`config.mk`:
```
export PLATFORM = sky130hd
export DESIGN_NAME = sseg_scan_driver
export DESIGN_NICKNAME = d
export VERILOG_FILES = /design/src/rtl/sseg_scan_driver.sv
export SDC_FILE = /design/constraint.sdc
export NUM_CORES = 1
export LEC_CHECK = 0
export ABC_CLOCK_PERIOD_IN_PS = 2820
export CAP_MARGIN = 20
export CORE_MARGIN = 3
export CORE_UTILIZATION = 50
export DETAILED_ROUTE_END_ITERATION = 7
export PLACE_DENSITY = 0.8
export SLEW_MARGIN = 25
export SYNTH_ARGS = -nofsm -noshare
export SYNTH_HDL_FRONTEND = slang
export SYNTH_SLANG_ARGS = --single-unit
```
`constraint.sdc`:
```
create_clock -name clk -period 2.82 [get_ports clk]
set_input_delay 0.846 -clock clk [delete_from_list [all_inputs] [get_ports clk]]
set_output_delay 0.846 -clock clk [all_outputs]
set_load 0.02 [all_outputs]
```
`src/rtl/sseg_scan_driver.sv`:
```
// ============================================================================
// sseg_scan_driver : binary -> BCD (double dabble) multiplexed 7-seg driver
// Optional build macro: SSEG_LEADING_ZERO_BLANK_EN (blank leading zero digits)
// Revision: 1.0
// ============================================================================
`default_nettype none

module sseg_scan_driver #(
    parameter int NUM_DIGITS  = 4,
    parameter int VAL_W       = 14,
    parameter int REFRESH_DIV = 100000
) (
    input  logic                  clk,
    input  logic                  rst_n,
    input  logic [VAL_W-1:0]      value,
    input  logic                  load,
    output logic                  busy,
    output logic                  overflow,
    output logic [NUM_DIGITS-1:0] an,
    output logic [6:0]            sseg
);

    function automatic int pow10(input int n);
        int r;
        r = 1;
        for (int i = 0; i < n; i++) r = r * 10;
        return r;
    endfunction

    function automatic logic [6:0] seg_decode(input logic [3:0] nib);
        logic [6:0] s;
        case (nib)
            4'd0:    s = 7'b1000000;
            4'd1:    s = 7'b1111001;
            4'd2:    s = 7'b0100100;
            4'd3:    s = 7'b0110000;
            4'd4:    s = 7'b0011001;
            4'd5:    s = 7'b0010010;
            4'd6:    s = 7'b0000010;
            4'd7:    s = 7'b1111000;
            4'd8:    s = 7'b0000000;
            4'd9:    s = 7'b0010000;
            default: s = 7'h7F;
        endcase
        return s;
    endfunction

    localparam int              C_BCD_W   = 4 * NUM_DIGITS;
    localparam int              C_ITER_W  = $clog2(VAL_W + 1);
    localparam int              C_REF_W   = $clog2(REFRESH_DIV);
    localparam int              C_IDX_W   = (NUM_DIGITS > 1) ? $clog2(NUM_DIGITS) : 1;
    localparam logic [VAL_W-1:0] C_MAX_VAL = VAL_W'(pow10(NUM_DIGITS) - 1);
    localparam logic [6:0]      C_DASH    = 7'b0111111;
    localparam logic [6:0]      C_BLANK   = 7'h7F;

    typedef enum logic [1:0] {
        ST_IDLE   = 2'd0,
        ST_CONV   = 2'd1,
        ST_COMMIT = 2'd2
    } state_t;

    state_t                 state_q,     state_d;
    logic [VAL_W-1:0]       shift_q,     shift_d;
    logic [C_BCD_W-1:0]     bcd_acc_q,   bcd_acc_d;
    logic [C_ITER_W-1:0]    iter_q,      iter_d;
    logic                   ovf_next_q,  ovf_next_d;
    logic                   busy_q,      busy_d;
    logic [C_BCD_W-1:0]     disp_bcd_q,  disp_bcd_d;
    logic                   overflow_q,  overflow_d;
    logic [C_REF_W-1:0]     refresh_q,   refresh_d;
    logic [C_IDX_W-1:0]     idx_q,       idx_d;
    logic [NUM_DIGITS-1:0]  an_q,        an_d;
    logic [6:0]             sseg_q,      sseg_d;

    logic [C_BCD_W-1:0]     bcd_adj;
    logic [3:0]             sel_nib;
    logic                   blank_digit;

    // Conversion FSM: capture, VAL_W add-3/shift steps, then commit to display
    always_comb begin
        state_d    = state_q;
        shift_d    = shift_q;
        bcd_acc_d  = bcd_acc_q;
        iter_d     = iter_q;
        ovf_next_d = ovf_next_q;
        busy_d     = busy_q;
        disp_bcd_d = disp_bcd_q;
        overflow_d = overflow_q;

        bcd_adj = bcd_acc_q;
        for (int i = 0; i < NUM_DIGITS; i++) begin
            if (bcd_adj[4*i +: 4] >= 4'd5) begin
                bcd_adj[4*i +: 4] = bcd_adj[4*i +: 4] + 4'd3;
            end
        end

        case (state_q)
            ST_IDLE: begin
                if (load) begin
                    shift_d    = value;
                    bcd_acc_d  = '0;
                    iter_d     = '0;
                    ovf_next_d = (value > C_MAX_VAL);
                    busy_d     = 1'b1;
                    state_d    = ST_CONV;
                end
            end
            ST_CONV: begin
                {bcd_acc_d, shift_d} = {bcd_adj[C_BCD_W-2:0], shift_q, 1'b0};
                iter_d = iter_q + C_ITER_W'(1);
                if (iter_q == C_ITER_W'(VAL_W - 1)) begin
                    state_d = ST_COMMIT;
                end
            end
            ST_COMMIT: begin
                disp_bcd_d = bcd_acc_q;
                overflow_d = ovf_next_q;
                busy_d     = 1'b0;
                state_d    = ST_IDLE;
            end
            default: begin
                state_d = ST_IDLE;
                busy_d  = 1'b0;
            end
        endcase
    end

    // Digit scan runs independently of the conversion engine
    always_comb begin
        refresh_d = refresh_q + C_REF_W'(1);
        idx_d     = idx_q;
        if (refresh_q == C_REF_W'(REFRESH_DIV - 1)) begin
            refresh_d = '0;
            idx_d     = (idx_q == C_IDX_W'(NUM_DIGITS - 1)) ? '0 : idx_q + C_IDX_W'(1);
        end

        sel_nib = 4'd0;
        for (int i = 0; i < NUM_DIGITS; i++) begin
            if (idx_q == C_IDX_W'(i)) sel_nib = disp_bcd_q[4*i +: 4];
        end

        blank_digit = 1'b0;
`ifdef SSEG_LEADING_ZERO_BLANK_EN
        begin : g_lead_blank
            logic upper_zero;
            upper_zero = 1'b1;
            for (int i = NUM_DIGITS - 1; i > 0; i--) begin
                upper_zero = upper_zero && (disp_bcd_q[4*i +: 4] == 4'd0);
                if ((idx_q == C_IDX_W'(i)) && upper_zero) blank_digit = 1'b1;
            end
        end
`else
        blank_digit = 1'b0;
`endif

        an_d = ~(NUM_DIGITS'(1) << idx_q);
        if (overflow_q) begin
            sseg_d = C_DASH;
        end else if (blank_digit) begin
            sseg_d = C_BLANK;
        end else begin
            sseg_d = seg_decode(sel_nib);
        end
    end

    always_ff @(posedge clk or negedge rst_n) begin
        if (!rst_n) begin
            state_q    <= ST_IDLE;
            shift_q    <= '0;
            bcd_acc_q  <= '0;
            iter_q     <= '0;
            ovf_next_q <= 1'b0;
            busy_q     <= 1'b0;
            disp_bcd_q <= '0;
            overflow_q <= 1'b0;
            refresh_q  <= '0;
            idx_q      <= '0;
            an_q       <= '1;
            sseg_q     <= C_BLANK;
        end else begin
            state_q    <= state_d;
            shift_q    <= shift_d;
            bcd_acc_q  <= bcd_acc_d;
            iter_q     <= iter_d;
            ovf_next_q <= ovf_next_d;
            busy_q     <= busy_d;
            disp_bcd_q <= disp_bcd_d;
            overflow_q <= overflow_d;
            refresh_q  <= refresh_d;
            idx_q      <= idx_d;
            an_q       <= an_d;
            sseg_q     <= sseg_d;
        end
    end

    assign busy     = busy_q;
    assign overflow = overflow_q;
    assign an       = an_q;
    assign sseg     = sseg_q;

endmodule

`default_nettype wire
```
## Word-level counts from Yosys, hierarchy flattened

Memories as Yosys holds them, arrays and structs flattened.
Cells that the tools add are included.
W data, S select, Z words.

- Register bits: 85
- ROM bits: 112
- Input bits: 17
- Output and inout bits: 13
- Logic and storage cells: 66
- Memories kept: 1

Memories:

| memory | depth | bits a word | read ports | clocked after Yosys merged registers in | wr ports | RTL line | source |
|---|---|---|---|---|---|---|---|
| (name not given) | 16 | 7 | 1 | 0 | 0 | 32 | `case (nib)` |

- $add $sub $neg: 7
- Order comparisons: 5
- Equality and inequality tests: 9
- Shifts and indexed selects: 1
- Multiplexer cells: 22
- Bitwise logic cells: 2
- Reduce and logical (&&, ||, !) cells: 7

Operator list:

| operator | count |
|---|---|
| $mux W4 | 8 |
| $pmux W16 S2 | 1 |
| $pmux W14 S2 | 1 |
| $add A17 B1 Y17 const B | 1 |
| $eq A17 B17 Y1 const B | 1 |
| $mux W17 | 1 |
| $ge A4 B3 Y1 const B | 4 |
| $mux W16 | 1 |
| $gt A14 B14 Y1 const B | 1 |
| $mux W14 | 1 |
| $add A4 B2 Y4 const B | 3 |
| $pmux W4 S2 | 1 |
| $reduce_and A2 Y1 | 4 |
| $mux W7 | 1 |
| $eq A2 B2 Y1 const B | 3 |
| $mux W2 | 3 |
| $add A4 B1 Y4 const B | 1 |
| $eq A2 B1 Y1 const B | 2 |
| $eq A4 B4 Y1 const B | 1 |
| $logic_not A2 Y1 | 2 |
| $ne A2 B2 Y1 const B | 2 |
| $not A4 Y4 | 1 |
| $pmux W2 S2 | 1 |
| $shl A1 B2 Y4 const A | 1 |
| other kinds (7) | 7 |

## Logic depth before layout (Yosys ltp)

An unclocked memory read counts as a cell.

- Depth after elaboration: 7
- Depth in mapped cells: 10
- Gate-level depth less buffers: 9

## Least setup slack after synthesis

OpenSTA, ideal clock, no wires.

- Kind: register to register
- Start: register idx_q[0]
- End: register sseg_q[3], in the netlist sseg[3]
- Library setup time: 64 ps
- Arrival: 1810 ps
- Data required time: 2756 ps
- Setup slack: 945 ps
- Cell stages (with the launch flop): 10
- Path buffers: 0
- Clock period less this slack: 1875 ps
- Cells stage by stage: dfrtp_1 > inv_1 > ha_1 > nor2_1 > o211ai_1 > o211ai_1 > inv_1 > ha_1 > a21o_1 > nand3_1

- Word-level cells in the longest chain between the ends: 7
- Elaborated cells on any way between the ends: 10
- Those cells by class: eq/ne (3); mux (5); reduce/logical (1); memory (1)

RTL lines:

| element | RTL line | source |
|---|---|---|
| start: declaration | 71 | `logic [C_IDX_W-1:0] idx_q, idx_d;` |
| start signal: assignment | 190 | `idx_q <= idx_d;` |
| $logic_not A2 Y1 | 139 | `if (idx_q == C_IDX_W'(i)) sel_nib = disp_bcd_q[4*i +: 4];` |
| $mux W4 (3 in a row) | 139 |  |
| $mux W4 (*) | 139 |  |
| $mem_v2 Z16 W7 (*) | -- |  |
| $mux W7 (*) | 157 | `if (overflow_q) begin` |
| named net sseg_d[3] | 73 | `logic [6:0] sseg_q, sseg_d;` |
| end signal: assignment | 192 | `sseg_q <= sseg_d;` |
| end: declaration | 73 |  |

The timed path passes the listed nets; every way through them passes the cells marked *.
A chain may end at the register's enable or synchronous reset.

## Worst setup path in the final report

- Start: register sseg_q[6], in the netlist sseg[6]
- End: output port sseg[6]

RTL lines:

| element | RTL line | source |
|---|---|---|
| end: declaration | 20 | `output logic [6:0] sseg` |

No word-level cell between the ends.

==> results.json <==
{
  "status": "complete, no violations",
  "synth_area_leader_cell": "dfrtp_1",
  "numCtsBuffers": 9,
  "finalSetupTns_ps": 0,
  "synth_commonest_cells": "74 x dfrtp_1, 50 x nand2_1, 46 x o21ai_0, 24 x nor2_1",
  "worst_setup_path_end_kind": "primary output",
  "skew_ps": 7.812,
  "drt_iter0_markers": 180,
  "crit_family": "buffers and inverters",
  "cp.arrival_ps": 1470,
  "netlist.area_leader.share": 0.4582,
  "path_clk_slew_ps": 90,
  "slew_headroom": 0.4361,
  "nets": 466,
  "ys_seq_area_frac": 0.5297,
  "synthToLayoutAreaGrowth_pct": 15.67,
  "crit_type": "flip-flop to primary output",
  "syn-instance-count": 400,
  "fin_crit_ps": 2317,
  "yosysMostFrequentCell": "dfrtp_1",
  "fp-row-count": 32,
  "post-route-util": 0.6018,
  "report.final.slew_viol_count": 0,
  "postRouteAntennaNets": 0,
  "cts_tree": "built",
  "n_fill_cell": 681,
  "slowest_stage": "clkdlybuf4s50_1",
  "drt_wl_total_mm": 7.384,
  "hold_path.class": "primary input to asynchronous set/reset pin",
  "p_leak_nw": 2.037,
  "startpoint_type": "flip-flop",
  "max-cap-violations": 0,
  "cts_resized": 0,
  "worst_slew_pin_slew_ps": 845.9,
  "grt_antenna_before_repair": 0,
  "path_cells": "clkdlybuf4s50_1",
  "io_buffers": 29,
  "required_ps": 1970,
  "die_w_um": 95.91,
  "synth_area_mm2": 0.004041,
  "io_pins": 30,
  "synth-seq-cells": 85,
  "synth_edf_count": 0,
  "initial_utilization": 0.5203,
  "synthArstFlopShare": 1.000,
  "synth_nets": 433,
  "dr.pass1.iters": 4,
  "routedWlPerCell_um": 13.67,
  "cts_max_level": 3,
  "hold_viol_final": 0,
  "power_density_mw_per_mm2": 890.0,
  "core_mm2": 0.007767,
  "fin_crit_sh": 0.8218,
  "drc": 0,
  "synth_ff_type": "dfrtp_1",
  "drive_above_1_share": 0.1119,
  "grt_pass1_wl_mm": 12.88,
  "syn_area_per_cell_um2": 10.10,
  "gr-total-overflow": 0,
  "rsz0062_at_grt": "false",
  "cts-root-buf": "clkbuf_8",
  "grt_pass1_vias": 2993,
  "worst-path-buf-inv": 1,
  "cts.sinks": 85,
  "grt_start_max_net_pins": 46,
  "via_per_inst": 5.504,
  "slowest_delay_ps": 590,
  "track_usage": 0.1798,
  "ir_drop_mv": 0.4358,
  "n_antenna_cell": 0,
  "chipHeight_um": 95.91,
  "vias": 2972,
  "fin_ws_ps": 502.5,
  "synthTopCellsByArea": "dfrtp_1 46%, dfstp_2 7.2%, o21ai_0 5.7%",
  "crit_path_max_fanout": 1,
  "fmax_mhz": 431.5,
  "place_ws_ps": 455.2,
  "clockBufferDepth": 2,
  "gp_congestion": 0.8599,
  "dpl.hpwl_mm": 5.145,
  "power_mw": 4.160,
  "synth.distinct_cells": 47,
  "hold_buffers": 0,
  "insertion_delay_ps": 360,
  "die_area_mm2": 0.009198,
  "yosysWarnings": 0,
  "setup_viol": 0,
  "post-cts-setup-buffers": 0
}
## final timing paths
kind,startpoint,endpoint,slack [ps],depth (start not counted)
setup / recovery,sseg[6],sseg[6],500,1
min in group clk,disp_bcd_q[5],disp_bcd_q[5],490,2
max in group asynchronous,rst_n,state_q[0],1730,2
hold / removal,rst_n,refresh_q[7],480,1
setup reg to reg,idx_q[0],sseg[3],700,9
hold reg to reg,disp_bcd_q[5],disp_bcd_q[5],490,2
## routing by layer
| metal | up-vias | global-route usage | wire length (um) |
|---|---|---|---|
| li1 | 1451 | - | - |
| met1 | 1452 | 0.2153 | 3377 |
| met2 | 53 | 0.3092 | 3572 |
| met3 | 16 | 0.02815 | 263 |
| met4 | 0 | 0.09834 | 170 |
| met5 | - | 0 | 0 |
## layout make-up
class / count / area [um^2] / share of cell area
tap: 102 / 127.6 / 0.02730
clock buffer: 11 / 141.4 / 0.03025
sequential: 85 / 2141 / 0.4580
inverter: 19 / 71.32 / 0.01526
clock inverter: 5 / 60.06 / 0.01285
multi-input combinational: 281 / 1773 / 0.3793
timing repair buffer: 37 / 360.3 / 0.07709
## through the flow
stage / hold WS (ps) / instance area, um^2 / instances
after floorplan: 443.4 / 4041 / 400
after global placement: 463.7 / 4473 / 524
after detailed placement: 476.9 / 4473 / 524
after CTS: 482.4 / 4674 / 540
after global routing: 507.8 / 4674 / 540
final: 476.6 / 4674 / 540
## where the power goes
group	switching, mW	internal, mW	total (mW)
logic	0.800	0.633	1.43
clock network	0.434	0.433	0.867
registers	0.270	1.59	1.86
total	1.50	2.66	4.16
## cell families after synthesis
group,count (synthesis),share of synthesized area
AO/OA/AOI/OAI,99,0.1514
XOR/XNOR,22,0.04768
adder cells (fa/ha/maj),16,0.04954
buffers and inverters,34,0.03250
flip-flops,85,0.5297
multiplexers,14,0.03746
AND/OR/NAND/NOR,130,0.1517
## sequential cells by signal (all words and copies together), names as in the netlist
signal      cells
shift_q        14
iter_q          4
overflow        1
ovf_next_q      1
busy            1
disp_bcd_q     16
bcd_acc_q      16
idx_q           2
sseg            7
an              4
refresh_q      17
state_q         2
## cells in the final DEF (no fill, tap or decap), types with 2 or more instances in the layout
cell type        instances
o31ai_1                  3
dfstp_2                 11
nand2_1                 50
clkdlybuf4s50_1         28
buf_4                    8
a31oi_1                  2
nor4_1                   2
and2_1                   2
clkinvlp_4               4
mux2i_1                  5
nor2_1                  24
clkbuf_8                10
nand4_1                  4
a211oi_1                 2
and4_1                   2
a22oi_1                  9
nand3_1                 15
mux2_2                   9
xnor2_1                 13
nand2b_1                 8
xor2_1                   9
o21ai_0                 46
nor2b_1                 10
nor3_1                   7
and3_1                   2
inv_1                   18
o211ai_1                 6
a21oi_1                 18
ha_1                    16
dfrtp_1                 74
Note: power is estimated with default switching activity, not from simulation.
